==> src/rtl/sample_uart_framer_pkg.sv <==
// Shared types and constants for the sample UART framer.
// Optional feature macro: FRAMER_CHECKSUM_EN (adds a CHK byte and state).
package framer_pkg;

    localparam logic [7:0] DEFAULT_SYNC_BYTE = 8'hA5;
    localparam int         SEQ_W             = 4;

`ifdef FRAMER_CHECKSUM_EN
    typedef enum logic [2:0] {
        ST_IDLE = 3'd0,
        ST_SYNC = 3'd1,
        ST_HI   = 3'd2,
        ST_LO   = 3'd3,
        ST_CHK  = 3'd4
    } state_t;
`else
    typedef enum logic [2:0] {
        ST_IDLE = 3'd0,
        ST_SYNC = 3'd1,
        ST_HI   = 3'd2,
        ST_LO   = 3'd3
    } state_t;
`endif

    // HI byte carries the frame counter and the two top sample bits, no sign extension
    function automatic logic [7:0] hi_byte(input logic [SEQ_W-1:0] seq,
                                           input logic [9:0]       s);
        return {seq, 2'b00, s[9:8]};
    endfunction

`ifdef FRAMER_CHECKSUM_EN
    // Frame check byte: XOR of every byte that precedes it
    function automatic logic [7:0] chk_byte(input logic [7:0] sync_b,
                                            input logic [7:0] hi_b,
                                            input logic [7:0] lo_b);
        return sync_b ^ hi_b ^ lo_b;
    endfunction
`endif

endpackage

==> src/rtl/sample_uart_framer_if.sv <==
// Byte stream towards the UART transmitter (valid/ready handshake).
interface sample_uart_framer_if;
    logic [7:0] tx_data;
    logic       tx_valid;
    logic       tx_ready;

    modport master (output tx_data, output tx_valid, input  tx_ready);
    modport slave  (input  tx_data, input  tx_valid, output tx_ready);
endinterface

==> src/rtl/sample_uart_framer_sample_fifo.sv <==
// Small synchronous FIFO holding 10-bit samples; read data is the head entry
// (first-word fall-through) so the framer can pop and capture in one edge.
module sample_fifo #(
    parameter int DEPTH = 4,
    parameter int WIDTH = 10
) (
    input  logic                     clk,
    input  logic                     rst,
    input  logic                     push,
    input  logic                     pop,
    input  logic [WIDTH-1:0]         wr_data,
    output logic [WIDTH-1:0]         rd_data,
    output logic                     full,
    output logic                     empty,
    output logic [$clog2(DEPTH):0]   level
);
    localparam int         AW         = $clog2(DEPTH);
    localparam logic [AW:0] FULL_LEVEL = DEPTH[AW:0];

    logic [WIDTH-1:0] mem_r [DEPTH];
    logic [AW-1:0]    wr_ptr_r;
    logic [AW-1:0]    rd_ptr_r;
    logic [AW:0]      level_r;
    logic             push_s;
    logic             pop_s;

    assign full    = (level_r == FULL_LEVEL);
    assign empty   = (level_r == '0);
    assign push_s  = push && !full;
    assign pop_s   = pop && !empty;
    assign rd_data = mem_r[rd_ptr_r];
    assign level   = level_r;

    // Storage, pointers and occupancy; full is judged on start-of-cycle level
    always_ff @(posedge clk) begin
        if (rst) begin
            wr_ptr_r <= '0;
            rd_ptr_r <= '0;
            level_r  <= '0;
            for (int i = 0; i < DEPTH; i++) begin
                mem_r[i] <= '0;
            end
        end else begin
            if (push_s) begin
                mem_r[wr_ptr_r] <= wr_data;
                wr_ptr_r        <= wr_ptr_r + AW'(1);
            end
            if (pop_s) begin
                rd_ptr_r <= rd_ptr_r + AW'(1);
            end
            case ({push_s, pop_s})
                2'b10:   level_r <= level_r + (AW+1)'(1);
                2'b01:   level_r <= level_r - (AW+1)'(1);
                default: level_r <= level_r;
            endcase
        end
    end
endmodule

==> src/rtl/sample_uart_framer.sv <==
// Buffers waveform samples and emits SYNC/HI/LO byte frames to the UART TX.
// Optional feature macro: FRAMER_CHECKSUM_EN (appends CHK = SYNC^HI^LO).
module sample_uart_framer
    import framer_pkg::*;
#(
    parameter int         FIFO_DEPTH = 4,
    parameter logic [7:0] SYNC_BYTE  = DEFAULT_SYNC_BYTE
) (
    input  logic                          clk,
    input  logic                          rst,
    input  logic                          ce,
    input  logic [9:0]                    sample,
    sample_uart_framer_if.master          tx,
    output logic                          ovf_pulse,
    output logic                          ovf_flag,
    output logic [$clog2(FIFO_DEPTH):0]   fifo_level
);
    state_t           state_r;
    logic [SEQ_W-1:0] seq_r;
    logic [9:0]       frame_r;
    logic [7:0]       tx_data_r;
    logic             tx_valid_r;
    logic             ovf_pulse_r;
    logic             ovf_flag_r;

    logic [9:0]       fifo_rd_s;
    logic             fifo_full_s;
    logic             fifo_empty_s;
    logic             pop_s;
    logic             drop_s;
    logic             accept_s;

    assign pop_s    = (state_r == ST_IDLE) && !fifo_empty_s;
    assign drop_s   = ce && fifo_full_s;
    assign accept_s = tx_valid_r && tx.tx_ready;

    sample_fifo #(
        .DEPTH (FIFO_DEPTH),
        .WIDTH (10)
    ) u_fifo (
        .clk     (clk),
        .rst     (rst),
        .push    (ce),
        .pop     (pop_s),
        .wr_data (sample),
        .rd_data (fifo_rd_s),
        .full    (fifo_full_s),
        .empty   (fifo_empty_s),
        .level   (fifo_level)
    );

    // Frame sequencer with registered byte outputs, frame counter and drop tracking
    always_ff @(posedge clk) begin
        if (rst) begin
            state_r     <= ST_IDLE;
            seq_r       <= '0;
            frame_r     <= '0;
            tx_data_r   <= 8'h00;
            tx_valid_r  <= 1'b0;
            ovf_pulse_r <= 1'b0;
            ovf_flag_r  <= 1'b0;
        end else begin
            ovf_pulse_r <= drop_s;
            ovf_flag_r  <= ovf_flag_r | drop_s;
            case (state_r)
                ST_IDLE: begin
                    if (!fifo_empty_s) begin
                        frame_r    <= fifo_rd_s;
                        tx_data_r  <= SYNC_BYTE;
                        tx_valid_r <= 1'b1;
                        state_r    <= ST_SYNC;
                    end else begin
                        tx_valid_r <= 1'b0;
                    end
                end
                ST_SYNC: begin
                    if (accept_s) begin
                        tx_data_r <= hi_byte(seq_r, frame_r);
                        state_r   <= ST_HI;
                    end else begin
                        state_r   <= ST_SYNC;
                    end
                end
                ST_HI: begin
                    if (accept_s) begin
                        tx_data_r <= frame_r[7:0];
                        state_r   <= ST_LO;
                    end else begin
                        state_r   <= ST_HI;
                    end
                end
`ifdef FRAMER_CHECKSUM_EN
                ST_LO: begin
                    if (accept_s) begin
                        tx_data_r <= chk_byte(SYNC_BYTE, hi_byte(seq_r, frame_r), frame_r[7:0]);
                        state_r   <= ST_CHK;
                    end else begin
                        state_r   <= ST_LO;
                    end
                end
                ST_CHK: begin
                    if (accept_s) begin
                        tx_valid_r <= 1'b0;
                        seq_r      <= seq_r + SEQ_W'(1);
                        state_r    <= ST_IDLE;
                    end else begin
                        state_r    <= ST_CHK;
                    end
                end
`else
                ST_LO: begin
                    if (accept_s) begin
                        tx_valid_r <= 1'b0;
                        seq_r      <= seq_r + SEQ_W'(1);
                        state_r    <= ST_IDLE;
                    end else begin
                        state_r    <= ST_LO;
                    end
                end
`endif
                default: begin
                    tx_valid_r <= 1'b0;
                    state_r    <= ST_IDLE;
                end
            endcase
        end
    end

    assign tx.tx_data  = tx_data_r;
    assign tx.tx_valid = tx_valid_r;
    assign ovf_pulse   = ovf_pulse_r;
    assign ovf_flag    = ovf_flag_r;
endmodule

==> src/flat_wrapper.sv <==
// flat-port wrapper written by rule: the top's interface ports become plain ports
module sample_uart_framer_flat import framer_pkg::*;
#(
    parameter int         FIFO_DEPTH = 4,
    parameter logic [7:0] SYNC_BYTE  = DEFAULT_SYNC_BYTE
)
  (clk, rst, ce, sample, ovf_pulse, ovf_flag, fifo_level, tx_tx_data, tx_tx_valid, tx_tx_ready);
  sample_uart_framer_if tx_i ();
  input  logic clk;
  input  logic rst;
  input  logic ce;
  input  logic [9:0] sample;
  output logic ovf_pulse;
  output logic ovf_flag;
  output logic [$clog2(FIFO_DEPTH):0] fifo_level;
  output wire logic [$bits(tx_i.tx_data)-1:0] tx_tx_data;
  output wire logic [$bits(tx_i.tx_valid)-1:0] tx_tx_valid;
  input wire logic [$bits(tx_i.tx_ready)-1:0] tx_tx_ready;
  assign tx_tx_data = tx_i.tx_data;
  assign tx_tx_valid = tx_i.tx_valid;
  assign tx_i.tx_ready = tx_tx_ready;
  sample_uart_framer #(.FIFO_DEPTH(FIFO_DEPTH), .SYNC_BYTE(SYNC_BYTE)) u_core (.clk(clk), .rst(rst), .ce(ce), .sample(sample), .tx(tx_i), .ovf_pulse(ovf_pulse), .ovf_flag(ovf_flag), .fifo_level(fifo_level));
endmodule
==> config.mk <==
export PLATFORM = sky130hd
export DESIGN_NAME = sample_uart_framer_flat
export DESIGN_NICKNAME = d
export VERILOG_FILES = /design/src/rtl/sample_uart_framer_pkg.sv /design/src/rtl/sample_uart_framer_if.sv /design/src/rtl/sample_uart_framer_sample_fifo.sv /design/src/rtl/sample_uart_framer.sv /design/src/flat_wrapper.sv
export SDC_FILE = /design/constraint.sdc
export NUM_CORES = 1
export LEC_CHECK = 0
export CAP_MARGIN = 20
export CORE_MARGIN = 4
export CORE_UTILIZATION = 25
export CTS_BUF_LIST = sky130_fd_sc_hd__clkbuf_8
export DETAILED_ROUTE_END_ITERATION = 12
export GPL_TIMING_DRIVEN = 1
export PLACE_DENSITY = 0.48
export SYNTH_ARGS = -nofsm -noshare
export SYNTH_HDL_FRONTEND = slang
export SYNTH_HIERARCHICAL = 1
export SYNTH_SLANG_ARGS = --single-unit
==> constraint.sdc <==
create_clock -name clk -period 7.04 [get_ports clk]
set_clock_uncertainty 0.15 [all_clocks]
set_input_delay 1.056 -clock clk [delete_from_list [all_inputs] [get_ports clk]]
set_output_delay 1.056 -clock clk [all_outputs]
set_load 0.02 [all_outputs]
; Word-level counts from Yosys, hierarchy flattened
; Memories as Yosys holds them, arrays and structs flattened. A register that Yosys moved wholly into a read port is not among the register bits.
; Index checks and enable logic that the tools add are counted.
[totals]
register_bits = 25
ramBits = 40
input_bits = 14
out_inout_bits = 14
word_cells = 66
mem_count = 1
[memory_table]
columns = memory, words, width, rd, rd_ports_with_merged_regs, wr, line_no
row1 = u_core.u_fifo.mem_r, 4, 10, 1, 1, 4, sample_uart_framer_sample_fifo.sv:20  ; logic [WIDTH-1:0] mem_r [DEPTH];
[op_classes]
n_addsub = 5
eq_ne = 10
muxes = 21
bitwise = 3
reduce_logical = 17
[ops]
columns = operator, count
row1 = 2-to-1 mux 8 bit, 3
row2 = case mux 8 bit (3 select lines), 1
row3 = case mux 3 bit (4 select lines), 1
row4 = 2-to-1 mux 10 bit, 1
row5 = OR reduction 10 bit, 1
row6 = 2-to-1 mux 1 bit, 9
row7 = "equality test 3 x 2 -> 1 bit, second input constant", 2
row8 = logical NOT 3 bit, 2
row9 = 2-to-1 mux 2 bit, 3
row10 = "!= test 2 x 1 -> 1 bit, second input constant", 3
row11 = case mux 3 bit (2 select lines), 1
row12 = AND reduction 2 bit, 3
row13 = logical AND 1 bit, 5
row14 = "adder 2 x 1 -> 2 bit, second input constant", 2
row15 = "adder 4 x 1 -> 4 bit, second input constant", 1
row16 = AND reduction 4 bit, 1
row17 = "adder 3 x 1 -> 3 bit, second input constant", 1
row18 = "equality test 3 x 1 -> 1 bit, second input constant", 1
row19 = "equality test 3 bit, second input constant", 1
row20 = 2-to-1 mux 3 bit, 1
row21 = case mux 1 bit (3 select lines), 1
row22 = nonzero test 3 bit, 1
row23 = "subtractor 3 x 1 -> 3 bit, second input constant", 1
row24 = "equality test 2 x 1 -> 1 bit, second input constant", 1
row25 = 7 further kinds, 9

; Depth between registers and ports, before layout
[depth]
word_depth = 8
ltp_mapped = 13

; Hierarchy
; The synthesis kept the hierarchy.
[modules_own_cells]
columns = mod, n_inst, cells_per_inst, area_each_um2, seq_area_each_um2
row1 = sample_fifo, 1, 149, 2224.6, 1381.3
row2 = sample_uart_framer, 1, 143, 1242.4, 540.5

; Least setup slack after synthesis
; Ideal clock, no wire load.
[synth_timing]
path_type = input to register
startpoint = input port ce
endpoint = register u_core.u_fifo.level_r[2], in the netlist u_core/u_fifo/level[2]
setup_time_ns = 0.070
arrival_ns = 2.579
required_ns = 6.820
setup_slack_ns = 4.242
stages = 9
path_buffers = 0
cell_sequence = inv_1 > nor2_2 > inv_1 > ha_1 > inv_1 > fa_1 > xor2_1 > or3_1 > a21oi_1
[synth_via]
elab_chain_len = 3
word_cells_on_any_way = 5
[synth_lines]
columns = item, line_no
row1 = from (decl), flat_wrapper.sv:11  ; input logic ce;
row2 = logical AND 1 bit (*), sample_uart_framer_sample_fifo.sv:29  ; assign push_s = push && !full;
row3 = equality test 2 x 1 -> 1 bit or equality test 2 bit (tied branches), sample_uart_framer_sample_fifo.sv:51  ; case ({push_s, pop_s})
row4 = case mux 3 bit (2 select lines) or nonzero test 2 bit (tied branches), -
row5 = to (signal assigned), sample_uart_framer_sample_fifo.sv:52  ; 2'b10: level_r <= level_r + (AW+1)'(1);
row6 = to (signal assigned), sample_uart_framer_sample_fifo.sv:53  ; 2'b01: level_r <= level_r - (AW+1)'(1);
row7 = to (signal assigned), sample_uart_framer_sample_fifo.sv:54  ; default: level_r <= level_r;
row8 = to (decl), sample_uart_framer_sample_fifo.sv:23  ; logic [AW:0] level_r;
; Mark *: on every way between the ends. The rest lies on a longest branch, timed or not.
; A chain may end at the register's enable or synchronous reset.

; Worst setup path after layout
[layout_timing]
startpoint = register u_core.u_fifo.level_r[0], in the netlist u_core/u_fifo/level[0]
endpoint = register u_core.u_fifo.level_r[2], in the netlist u_core/u_fifo/level[2]
[layout_via]
elab_chain_len = 6
word_cells_on_any_way = 13
[layout_lines]
columns = item, line_no
row1 = logical NOT 3 bit (*), sample_uart_framer_sample_fifo.sv:28  ; assign empty = (level_r == '0);
row2 = via u_core.fifo_empty_s, sample_uart_framer.sv:28  ; logic fifo_empty_s;
row3 = logical NOT 1 bit (*), "sample_uart_framer_sample_fifo.sv:30, sample_uart_framer.sv:33"
row4 = logical AND 1 bit, sample_uart_framer.sv:33  ; assign pop_s = (state_r == ST_IDLE) && !fifo_empty_s;
row5 = logical AND 1 bit (*), sample_uart_framer_sample_fifo.sv:30  ; assign pop_s = pop && !empty;
row6 = via u_core.u_fifo.pop_s, sample_uart_framer_sample_fifo.sv:25  ; logic pop_s;
row7 = equality test 2 x 1 -> 1 bit or equality test 2 bit (tied branches), sample_uart_framer_sample_fifo.sv:51
row8 = case mux 3 bit (2 select lines) or nonzero test 2 bit (tied branches), -
; Mark *: on every way through the listed nets, which the timed path passes. The rest lies on a longest branch.

==> impl_metrics.ini <==
[power_and_ir_drop]
power_uw = 1380
ir_worst_vdd_v = 0.0000995
power_leakage_uw = 0.00146
pwr_density_cell_mw_per_mm2 = 335

[die]
fp.dieW_um = 126
num_rows = 42
die_h_um = 126
dieArea_mm2 = 0.0158
start_util_pct = 25.9
core_area_mm2 = 0.0134
ios = 28

[worst_setup_path]
reg2reg_slack_ns = 3.76
path_class = reg2reg
reg2reg_from = u_core/u_fifo/level[0]$_SDFFE_PP0P_
cp-start-kind = register
endpoint_kind = register
worstPathRequired_ns = 7.16
ff2ff_path_depth = 11
cp_max_fo = 13
reg2reg_to = u_core/u_fifo/level[2]$_SDFFE_PP0P_
cp.arrival_ns = 3.40

[drt]
drt-vias-per-instance = 4.43
dr.pass1.iters = 6
drt_wl_total_mm = 7.37
drt_iter0_drc = 127
ant_nets = 0
wl_per_cell_um = 14.7
vias = 2220
drc = 0

[timing]
finalHoldViolations = 0
max_freq_mhz = 305
rsz0062_at_grt = no
fin_crit_ns = 3.28
tns_ns = 0
slew_headroom_pct = 39.8
fin_crit_sh_pct = 46.6
tightest_slew_ns = 0.904
finalMaxSlewViolations = 0
worst_slack_ns = 3.76
finalSetupViolCount = 0

[clock_tree]
cts_buffers = 9
hold_buffers = 0
cts_setup_buffers = 0
worstSkewPairLatency_ns = 0.36
cts_tree = built
ctsResizeCount = 0
htreeDepth = 3
clock_sinks = 76
cts-root-buf = clkbuf_8
clkSlewWorstSetupHoldPaths_ns = 0.07
cts_buffer_depth = 2

[logic_synthesis]
yosysWarnings = 6
synth-edff-count = 40
synth.distinct_cells = 45
syn_nets = 316
async_flop_share_pct = 0
synth_flop_cell = edfxtp_1
synth_seq_cells = 76
ys_seq_area_share_pct = 55.4
syn_inst = 292
syn_avg_cell_area_um2 = 11.9
synth_area_mm2 = 0.00347

[layout]
num-fill-cells = 1376
insertedDiodeCount = 0
layout-drive-gt1-share_pct = 12.3
area_growth_pct = 18.7
fin_nets = 344

[hold_path]
hp-start = u_core/frame_r[9]$_SDFFE_PP0P_
hold_depth = 2
hp-class = reg2reg
min_to = u_core/frame_r[9]$_SDFFE_PP0P_

[job]
max_cap_viol_count = 0

[grt]
grt_overflow = 0
grt_pass1_vias = 2294
grt_first_pass_wirelength_mm = 12.5
grt_use_total_pct = 10.0
grt_max_degree = 43
antenna_found_initial = 0

[placed_design]
place_ws_ns = 3.57
place_congestion = 0.699
dpl.hpwl_mm = 4.99
port_buffers = 27

[status]
outcome = complete, no violations
-- cell usage after synthesis (2+ instances only) --
library cell   n  area share (%)
ha_1           9             3.2
inv_1         10             1.1
o31ai_1        2            0.43
and2_1        41             7.4
dfxtp_1       36              21
a22o_1         3            0.76
clkbuf_1       4            0.43
a21o_1         2            0.43
nor4_4         2             1.2
a21oi_1       26             3.8
mux4_2        10             6.5
o21ai_1        2            0.29
nand2_1       26             2.8
o21ai_0       11             1.6
nand4_1        5            0.90
edfxtp_1      40              35
a21oi_2        2            0.51
buf_2          6            0.87
a211oi_1       3            0.65
or3_1          4            0.72
nor2_1        16             1.7
a22oi_1        3            0.65
xor2_1         5             1.3
a311oi_1       3            0.76
-- registers in the layout (all words and copies together) (netlist names), named ones only --
name,cells
u_core/frame_r,10
u_core/ovf_flag,1
u_core/ovf_pulse,1
u_core/seq_r,4
u_core/state_r,2
u_core/tx.tx_data,8
u_core/tx.tx_valid,1
u_core/u_fifo/level,3
u_core/u_fifo/mem_r,40
u_core/u_fifo/rd_ptr_r,2
u_core/u_fifo/wr_ptr_r,2
-- power breakdown --
| part | internal [uW] | switching (uW) |
|---|---|---|
| clock network | 196 | 160 |
| logic | 175 | 253 |
| registers | 535 | 60.9 |
-- worst max path at each step --
stage                     cells after the start  slack [ns]                           startpoint                                   to
after global placement                       10        3.67                                   ce  u_core/u_fifo/level[2]$_SDFFE_PP0P_
after global routing                         11        3.38  u_core/u_fifo/level[0]$_SDFFE_PP0P_  u_core/u_fifo/level[2]$_SDFFE_PP0P_
final                                        11        3.76  u_core/u_fifo/level[0]$_SDFFE_PP0P_  u_core/u_fifo/level[2]$_SDFFE_PP0P_
after floorplan                               9        4.24                                   ce  u_core/u_fifo/level[2]$_SDFFE_PP0P_
after CTS                                    11        3.71  u_core/u_fifo/level[0]$_SDFFE_PP0P_  u_core/u_fifo/level[2]$_SDFFE_PP0P_
after detailed placement                     10        3.57                                   ce  u_core/u_fifo/level[2]$_SDFFE_PP0P_
-- worst max-delay path: stages, from the launching register on --
cell	delay [ns]
dfxtp_1	0.37
nor3_1	0.64
nand2b_1	0.44
inv_1	0.31
o31ai_1	0.19
inv_1	0.08
ha_1	0.22
inv_1	0.07
fa_1	0.17
xor2_1	0.07
or3_1	0.31
a21oi_1	0.17
-- logic make-up after synthesis --
logic type	share of synthesized area [%]
buffers and inverters	2.81
adders and majority gates	3.83
muxes	6.78
xor gates and xnor gates	1.26
AOI/OAI and AO/OA	11.4
DFF	55.4
and+or+nand+nor	18.4
-- layout make-up --
cell class	instances	area [um2]	area share, %
timing repair buffer	29	280	6.81
multi-input combinational	194	1450	35.2
sequential	76	1920	46.7
inverter	10	37.5	0.912
clock inverter	7	85.1	2.07
clock buffer	9	124	3.01
tap	176	220	5.35
-- layer usage --
layer | GRT usage, % | share of wire [%]
met5 | 0 | 0
met4 | 2.46 | 0.86
met3 | 3.94 | 4.5
met2 | 16.6 | 48
met1 | 12.3 | 47
-- per-stage QoR --
stage,cell area [um2],utilization (%),hold slack (ns),cells
2_1_floorplan,3470,-,0.282,292
3_3_place_gp,3910,29.2,0.303,485
3_5_place_dp,3910,29.2,0.307,485
4_1_cts,4120,30.7,0.317,501
5_1_grt,4120,30.7,0.339,501
6_report,4120,30.7,0.314,501
-- placed cells by master (no fill, tap or decap), types with 3 or more instances in the layout --
cell             netlist  routed
dfxtp_1               36      36
a22o_1                 3       3
a311oi_1               3       3
o21ai_0               11      11
nand4_1                5       5
mux4_2                10      10
clkdlybuf4s50_1        0      26
a21oi_1               26      26
clkbuf_8               0       9
or3_1                  4       4
xor2_1                 5       5
inv_1                 10      13
nand2_1               26      26
and2_1                41      41
edfxtp_1              40      40
nor2_1                16      16
a22oi_1                3       3
ha_1                   9       9
a211oi_1               3       3
(Power assumes the default switching activity.)
